$ cat src/rtl/uart_rx_param.sv
// uart_rx_param: oversampling UART receiver with 3-sample majority voting, runtime framing and a valid/ready holding register.
// Define UART_RX_BREAK_DETECT_EN to add line-break detection (BREAK state and break_det pulse).
module uart_rx_param #(
    parameter int DATA_WIDTH = 8,
    parameter int OVERSAMPLE = 16
) (
    input  logic                  PCLK,
    input  logic                  PRESETN,
    input  logic                  baud_en,
    input  logic                  rx,
    input  logic [3:0]            char_len,
    input  logic                  par_en,
    input  logic                  par_odd,
    input  logic                  stop2,
    input  logic                  rx_ready,
    input  logic                  err_clr,
    output logic [DATA_WIDTH-1:0] rx_data,
    output logic                  rx_valid,
    output logic                  parity_err,
    output logic                  frame_err,
    output logic                  overrun,
    output logic                  break_det,
    output logic                  rx_idle
);
    localparam int CW = $clog2(OVERSAMPLE);
    localparam logic [2:0] IDLE = 3'd0, START = 3'd1, DATA = 3'd2, PARITY = 3'd3, STOP = 3'd4;
`ifdef UART_RX_BREAK_DETECT_EN
    localparam logic [2:0] BREAK = 3'd5;
`endif
    logic [2:0] state, state_n, samp;
    logic [CW-1:0] cnt;
    logic [3:0] len, len_eff, bcnt;
    logic [DATA_WIDTH-1:0] sh;
    logic maj, mid, full, pe, po, s2, pb, ferr, stopn, brk, fin, ovf;
    assign maj = (samp[2] & samp[1]) | (samp[2] & samp[0]) | (samp[1] & samp[0]);
    assign mid = baud_en && cnt == CW'(OVERSAMPLE / 2 - 1);
    assign full = baud_en && cnt == CW'(OVERSAMPLE - 1);
    assign len_eff = char_len < 4'd5 ? 4'd5 : char_len > 4'(DATA_WIDTH) ? 4'(DATA_WIDTH) : char_len;
`ifdef UART_RX_BREAK_DETECT_EN
    // Data bits live in sh (cleared at start) and the parity bit in pb, so all-zero is a simple compare.
    assign brk = state == STOP && full && !stopn && sh == '0 && !pb && !maj;
`else
    assign brk = 1'b0;
`endif
    assign fin = state == STOP && full && (stopn || !s2) && !brk;
    assign ovf = fin && rx_valid && !rx_ready;
    always_comb begin
        state_n = state;
        case (state)
            IDLE:    state_n = baud_en && !maj ? START : IDLE;
            START:   state_n = mid ? (maj ? IDLE : DATA) : START;
            DATA:    state_n = full && bcnt == len - 4'd1 ? (pe ? PARITY : STOP) : DATA;
            PARITY:  state_n = full ? STOP : PARITY;
            STOP:    state_n = fin ? IDLE : STOP;
`ifdef UART_RX_BREAK_DETECT_EN
            BREAK:   state_n = baud_en && maj ? IDLE : BREAK;
`endif
            default: state_n = IDLE;
        endcase
`ifdef UART_RX_BREAK_DETECT_EN
        if (brk) state_n = BREAK;
`endif
    end
    always_ff @(posedge PCLK) begin
        if (!PRESETN) begin
            state <= IDLE;
            samp <= 3'b111;
            cnt <= '0;
            len <= 4'd5;
            bcnt <= '0;
            sh <= '0;
            {pe, po, s2, pb, ferr, stopn} <= '0;
            rx_data <= '0;
            {rx_valid, parity_err, frame_err, overrun, break_det} <= '0;
            rx_idle <= 1'b1;
        end else begin
            state <= state_n;
            rx_idle <= state_n == IDLE;
            break_det <= brk;
            overrun <= ovf || (overrun && !err_clr);
            if (baud_en) begin
                samp <= {samp[1:0], rx};
                cnt <= state_n != state || full ? '0 : cnt + 1'b1;
            end
            // Framing options are frozen once the start bit is confirmed.
            if (state == START && mid && !maj) begin
                len <= len_eff;
                pe <= par_en;
                po <= par_odd;
                s2 <= stop2;
                sh <= '0;
                bcnt <= '0;
                {pb, ferr, stopn} <= '0;
            end
            if (state == DATA && full) begin
                sh <= {maj, sh[DATA_WIDTH-1:1]};
                bcnt <= bcnt + 4'd1;
            end
            if (state == PARITY && full) pb <= maj;
            if (state == STOP && full) begin
                stopn <= 1'b1;
                ferr <= ferr || !maj;
            end
            if (fin && !ovf) begin
                rx_data <= sh >> (4'(DATA_WIDTH) - len);
                parity_err <= pe && ((^sh ^ pb) != po);
                frame_err <= ferr || !maj;
                rx_valid <= 1'b1;
            end else if (!fin && rx_ready) begin
                rx_valid <= 1'b0;
            end
        end
    end
endmodule
$ cat config.mk
export PLATFORM = sky130hd
export DESIGN_NAME = uart_rx_param
export DESIGN_NICKNAME = d
export VERILOG_FILES = /design/src/rtl/uart_rx_param.sv
export SDC_FILE = /design/constraint.sdc
export NUM_CORES = 1
export LEC_CHECK = 0
export ABC_AREA = 0
export CELL_PAD_IN_SITES_DETAIL_PLACEMENT = 1
export CELL_PAD_IN_SITES_GLOBAL_PLACEMENT = 1
export CORE_ASPECT_RATIO = 1.1
export CORE_MARGIN = 3
export CORE_UTILIZATION = 42
export DETAILED_ROUTE_END_ITERATION = 10
export PLACE_DENSITY = 0.84
export SYNTH_ARGS = -nofsm -noshare
export SYNTH_HDL_FRONTEND = slang
export SYNTH_SLANG_ARGS = --single-unit
export TNS_END_PERCENT = 30
$ cat constraint.sdc
create_clock -name PCLK -period 3.3 [get_ports PCLK]
set_input_delay 0.33 -clock PCLK [delete_from_list [all_inputs] [get_ports PCLK]]
set_output_delay 0.33 -clock PCLK [all_outputs]
set_load 0.01 [all_outputs]
==> results of run 1 <==
## power by group
part	total (W)	leakage, nW	switching (W)	internal (W)
Sequential	0.000550	0.363	0.00000363	0.000546
Clock	0.000332	0.0395	0.000181	0.000151
Combinational	0.0000455	0.613	0.0000223	0.0000232
Total	0.000928	1.02	0.000207	0.000720
## cells in the final DEF, fill, tap and decap left out, drive strengths merged, types with 2 or more instances in the layout
master,instances
o21ai,8
mux2,4
inv,5
xor2,6
nand4,3
nor2b,4
xnor2,11
mux4,2
mux2i,9
a21oi,22
nor3b,5
ha,4
a21boi,2
o22ai,2
nor3,8
o311ai,2
dfxtp,45
a22oi,7
clkdlybuf4s50,25
a31oi,4
o211ai,2
nand3,20
or3,2
nand2b,8
nor2,22
nand2,39
clkbuf,8
buf,6
## registers in the layout, summed over array words and instances (netlist names), 3 cells and up
name / cells
cnt: 4
samp: 3
rx_data: 8
sh: 8
state: 3
bcnt: 4
len: 4
## worst max-delay path, cell delays in order (launching register included)
cell,delay [ns]
dfxtp_1,0.32
buf_4,0.23
inv_1,0.13
ha_1,0.57
mux2i_1,0.30
mux2i_1,0.13
mux2_2,0.28
a22oi_1,0.16
nor2_1,0.06
## per-stage QoR
step	setup WS, ns	total power, W	std cells	hold slack (ns)
after floorplan	0.983	0.000584	278	0.431
after global placement	0.893	0.000607	366	0.439
after detailed placement	0.831	0.000608	366	0.456
after CTS	1.02	0.000933	374	0.467
after global routing	0.808	0.000967	374	0.503
final	1.01	0.000928	374	0.464
## path summary, 6_finish.rpt
kind,end,cells after the start,from
max reg2reg,rx_data[0],8,len[0]
min reg2reg,stopn,2,stopn
max,rx_data[0],8,len[0]
min,stopn,2,stopn
## cell type report
cell class              instances  area (um^2)  area share [%]
clock buffers                   8         80.1            2.91
multi-input cells             209         1360            49.4
well taps                      75         93.8            3.41
repair buffers                 31          295            10.7
flip-flops and latches         45          901            32.7
inverters                       6         22.5           0.819
## routing by layer
metal | global-route usage, % | up-vias | share of wire, %
met5 | 0 | - | 0
met4 | 6.63 | 0 | 1.8
met3 | 2.87 | 11 | 2.7
met2 | 31.9 | 26 | 51
met1 | 23.9 | 996 | 45
li1 | - | 1005 | -
## cell families (layout without fill, tap and decap cells)
| kind of cell | count (synthesis) | after routing |
|---|---|---|
| and+or+nand+nor | 118 | 118 |
| AOI/OAI and AO/OA | 53 | 53 |
| DFF | 45 | 45 |
| buffers and inverters | 24 | 45 |
| xor gates and xnor gates | 17 | 17 |
| muxes | 15 | 15 |
| adders and majority gates | 5 | 5 |
| other | 1 | 1 |
==> results by group, run 1 <==
Timing
  • Max Slew Vio Count: 0
  • Max Fclk: around 440 MHz
  • Period utilization: between 60% and 70%
  • Final setup fails: 0
  • Final hold viol count: 0
  • RSZ-0062 raised after global routing: no
  • Worst Clk Skew: between 0.009 and 0.01 ns
  • Slew margin rel.: 37.0%
  • Setup TNS: 0 ns
  • Slew @ Worst Pin: 0.946 ns
  • Minimum clock period: around 2.3 ns

Layout
  • Final nets: 315
  • Layout cells sized above 1: between 10% and 20%
  • Ant. Diodes: 0
  • Post-layout util: between 50% and 60%
  • Area Overhead vs Synth: 15.5%
  • Design area: ~2800 um^2
  • # fillers: 670

Synthesis
  • Syn Std Cell Area: about 2400 um^2
  • Xor and xnor area share after synthesis: between 6 and 7%
  • Compound-Gate Fraction of Synth Area: between 10 and 15%
  • Top cells by area, synth: dfxtp_1 (38%), nand2_1 (6.1%), a21oi_1 (4.2%)
  • Syn_nets: 295
  • Main combinational cell family by area after synthesis: simple AND/OR/NAND/NOR gates
  • Yosys cell types: 52
  • Top_reg_cell synth: dfxtp_1
  • Post-synthesis sequential area ratio: a little under two fifths
  • Synth Register Bits: 45
  • Synth warnings: 0
  • Top-count cell post-synth: dfxtp_1
  • Ys async rst share: 0%
  • Synth top area share: 37.8%
  • Adder-Cell Fraction of Synth Area: between 2 and 3%
  • Commonest cells in the netlist: dfxtp_1 (45), nand2_1 (39), nor2_1 (21)
  • Mux contribution to synthesized area: approximately 7.6%
  • Syn_area_per_cell: between 8 and 9 um^2
  • Post-synth EDFFs: 0
  • Simple-gate share of the synthesized area: 25.7%
  • Synth area leader: dfxtp_1
  • Syn Inst Count: around 280

Placed design
  • DP Area: 2670 um^2
  • HPWL Detailed: around 4000 um
  • IO buf count: 25
  • GP Congestion: between 0.7 and 0.8

Clocking
  • Clock tree root buffer cell: clkbuf_8
  • Clk buf depth: 2
  • Hold-fix buffers, CTS: 0
  • Reg clk slew, reported paths: about 0.080 ns
  • Sink Count: between 40 and 50
  • Clk_lat worst skew: 0.30 ns
  • TritonCTS clock tree: done
  • Htree depth: 2
  • Post-cts gate resize count: 0
  • Setup repair bufs after CTS: 0
  • CTS Buf Count: 5

Flow run
  • Max-Cap Viols: 0

Setup path
  • Critical Path End Type: flop
  • WP data arrival: approximately 2.5 ns
  • Reg-to-reg slack, setup: between 1 and 1.5 ns
  • Critical Path RT: between 3 and 4 ns
  • Crit Path Class: flop to flop
  • Worst-path fanout max: 15
  • Startpoint class of the critical path: flop

Floorplan
  • Die area: 6610 um^2
  • # IOs: 27
  • Die X: 77.8 um
  • Std-Cell Rows: 28
  • Starting Density: 43.9%
  • Die height: between 80 and 90 um
  • Core Footprint: 5430 um^2

Power
  • Static Leakage: around 1 nW
  • Worst IR Drop VDD: between 0.15 and 0.2 mV
  • Power per Cell Area: roughly 340 nW/um^2

Route
  • DRT iter0 DRCs: 106
  • Drt first pass iters: 4
  • Final routed DRC violation total: 0
  • Number of vias per cell: ~5.4
  • Drt wl/cell: between 15 and 20 um
  • DR vias: 2038
  • Final WL: slightly below 6000 um
  • Remaining antenna violation count after routing: 0

Global route
  • Total Routing Usage GR: a little under a fifth
  • Largest net degree at the start of global routing: 27
  • Number of global-route vias before repair: roughly 2.1k
  • GRT overflow: 0
  • First-pass GRT wire length: roughly 10000 um
  • Initial antenna violation count: 0

Run status
  • Outcome: complete, no violations

Min path
  • Hold Path Class: flop to flop
No activity file was read; power rests on OpenSTA's default activity.
==> run 2: changes to the inputs <==
- CORE_UTILIZATION: 42 -> 38
- PLACE_DENSITY: 0.84 -> 0.8
- clock period: 3.3 -> 2.1 ns (I/O delays scaled with it)
==> run 2 against run 1 <==
First-iteration DRC count decreased by 24%. Sequential share of layout area fell by 0.91 points. Routed wire length grew 4.4%. Combinational power up 63%. Global-route usage is 1.1 points lower. Worst hold slack lost 0.011 ns. Final cell count grew 2.7%. Critical endpoint is now rx_data[1]. Non-clock buffer count rose by 9. Power up 61%. Worst setup slack got worse by 0.86 ns. Sequential power grew 57%. Largest power group unchanged. Core utilization down 2.8 points.
==> results by group, run 2 (synthesis results as in run 1) <==
Run status
  • Outcome: complete, no violations

Global route
  • Initial antenna violation count: 0 (unchanged)
  • GRT overflow: 0 (unchanged)
  • Total Routing Usage GR: 17.6% (-1.1 points)
  • First-pass GRT wire length: 10000 um (-0.88%)
  • Largest net degree at the start of global routing: 26 (-3.7%)
  • Number of global-route vias before repair: 2099 (-1.5%)

Clocking
  • Clk buf depth: 2 (unchanged)
  • Post-cts gate resize count: 0 (unchanged)
  • Clock tree root buffer cell: clkbuf_8
  • Hold-fix buffers, CTS: 0 (unchanged)
  • CTS Buf Count: 5 (unchanged)
  • Setup repair bufs after CTS: 0 (unchanged)
  • Clk_lat worst skew: 0.30 ns (about the same)
  • Htree depth: 2 (unchanged)
  • Sink Count: 45 (unchanged)
  • TritonCTS clock tree: done
  • Reg clk slew, reported paths: 0.08 ns (about the same)

Timing
  • Final setup fails: 0 (unchanged)
  • Max Fclk: 511 MHz (+17%)
  • WHS: 0.454 ns (-0.0107 ns)
  • RSZ-0062 raised after global routing: no
  • Worst Clk Skew: 0.00237 ns (-0.00707 ns)
  • Setup TNS: 0 ns (unchanged)
  • Max Slew Vio Count: 0 (unchanged)
  • Period utilization: 93.1% (+24 points)
  • Final hold viol count: 0 (unchanged)
  • Minimum clock period: 1.96 ns (-0.337 ns)

Setup path
  • Reg2reg start: len[1]
  • Bufs and invs on worst path: 1 (-1)
  • Crit-path slowest cell: ha_2
  • Critical Path RT: 2.29 ns (-1.19 ns)
  • CP startpoint: len[1]
  • WP data arrival: 2.15 ns (-0.33 ns)
  • Critical Path End Type: flop
  • Crit Path Class: flop to flop
  • CP peak stage delay: 0.43 ns (-0.14 ns)
  • Startpoint class of the critical path: flop
  • Crit-path cells: inv_1, ha_2, mux2i_1, o22ai_1, mux2_2, a22oi_1, nor2_1
  • Worst-path fanout max: 7 (-8)
  • CP delay by family, top: multiplexers

Power
  • Net Sw Frac: 22.5% (+0.17 points)
  • Power per Cell Area: 528 nW/um^2 (+57%)
  • Combinational Power Share: 5.0% (about the same)
  • Internal power: 0.00116 W (+61%)
  • Worst IR Drop VDD: 0.255 mV (+41%)
  • Seq pwr share: 57.7% (-1.6 points)
  • NetSw: 0.000337 W (+62%)
  • Static Leakage: 1.06 nW (+4.4%)
  • Clock network fraction of total power: 37.3% (+1.5 points)

Route
  • Drt first pass iters: 4 (unchanged)
  • Remaining antenna violation count after routing: 0 (unchanged)
  • Number of vias per cell: 5.34 (-2.1%)
  • Final WL: 6040 um (+4.4%)
  • DR vias: 2049 (+0.54%)
  • Drt wl/cell: 15.7 um (+1.7%)
  • DRT iter0 DRCs: 81 (-24%)
  • Final routed DRC violation total: 0 (unchanged)

Floorplan
  • Std-Cell Rows: 29 (+3.6%)
  • Die height: 89.0 um (+4.8%)
  • Core Footprint: 5910 um^2 (+8.9%)
  • Die X: 81.5 um (+4.7%)
  • Starting Density: 40.3% (-3.6 points)
  • # IOs: 27 (unchanged)
  • Die area: 7260 um^2 (+9.7%)

Layout
  • Most common cell after layout, fill and taps aside: dfxtp_1
  • Layout cells sized above 1: 14.0% (+3.3 points)
  • # fillers: 709 (+5.8%)
  • Final nets: 324 (+2.9%)
  • Most frequent cells in the layout: dfxtp_1 (45), nand2_1 (39), clkdlybuf4s50_1 (25), nor2_1 (21)
  • Area Overhead vs Synth: 18.8%
  • Biggest registers after layout: rx_data: 8 flops, sh: 8 flops
  • Ant. Diodes: 0 (unchanged)

Min path
  • Hold Startpoint: par_odd
  • Hold Path Class: input pin to flop

Placed design
  • GP Congestion: 0.826 (+11%)
  • HPWL Detailed: 4450 um (+8.8%)
  • IO buf count: 25 (unchanged)

Flow run
  • Max-Cap Viols: 0 (unchanged)
run 2: stage by stage:
step	util [%]	std cells	area, um^2	total power, W	setup slack (ns)
4_1_cts	47.8	384	2830	0.00151	0.0920
3_5_place_dp	46.4	377	2740	0.000959	0.0833
3_3_place_gp	46.4	377	2740	0.000957	0.118
2_1_floorplan	-	278	2390	0.000917	0.0396
6_report	47.9	384	2830	0.00150	0.144
5_1_grt	47.9	384	2830	0.00156	0.00798
run 2: worst reg2reg max path, delay by kind of cell, from the launching register on:
family | cells | cell delay, ns
multiplexers | 2 | 0.56
flip-flops | 1 | 0.42
adder cells (fa/ha/maj) | 1 | 0.43
AND/OR/NAND/NOR | 1 | 0.05
AO/OA/AOI/OAI | 2 | 0.29
buffers and inverters | 1 | 0.09
run 2: path summary, 6_finish.rpt:
path / endpoint / slack, ns / cells after the start
min: po / 0.45 / 3
min reg2reg: stopn / 0.46 / 2
max reg2reg: rx_data[1] / 0.14 / 7
max: rx_data[1] / 0.14 / 7
run 2: power groups by stage:
| stage | Sequential [W] | Combinational, W | Clock (W) |
|---|---|---|---|
| floorplan | 0.000882 | 0.0000348 | 0 |
| global placement | 0.000884 | 0.0000732 | 0 |
| detailed placement | 0.000884 | 0.0000749 | 0 |
| CTS | 0.000864 | 0.0000753 | 0.000568 |
| global route | 0.000865 | 0.0000808 | 0.000612 |
| finish | 0.000864 | 0.0000741 | 0.000558 |
run 2: routing by layer:
metal	GRT usage (%)	vias up	part of all wire [%]
met5	0	-	0
met4	5.99	0	1.2
met3	3.73	6	3.9
met2	29.3	35	48
met1	22.6	986	47
li1	-	1022	-
run 2: final cells by class:
cell class                 instances  area, um^2  share of cell area [%]
clock buffer                       7        86.3                    3.05
timing repair buffer              40         363                    12.8
inverter                           6        22.5                   0.796
tap                               77        96.3                    3.40
sequential                        45         901                    31.8
multi-input combinational        209        1360                    48.1
==> run 3: changes to the inputs <==
- TNS_END_PERCENT: 30 -> not set
==> results of run 3 <==
No change in the layout: final DEF, timing and power equal those of run 2.
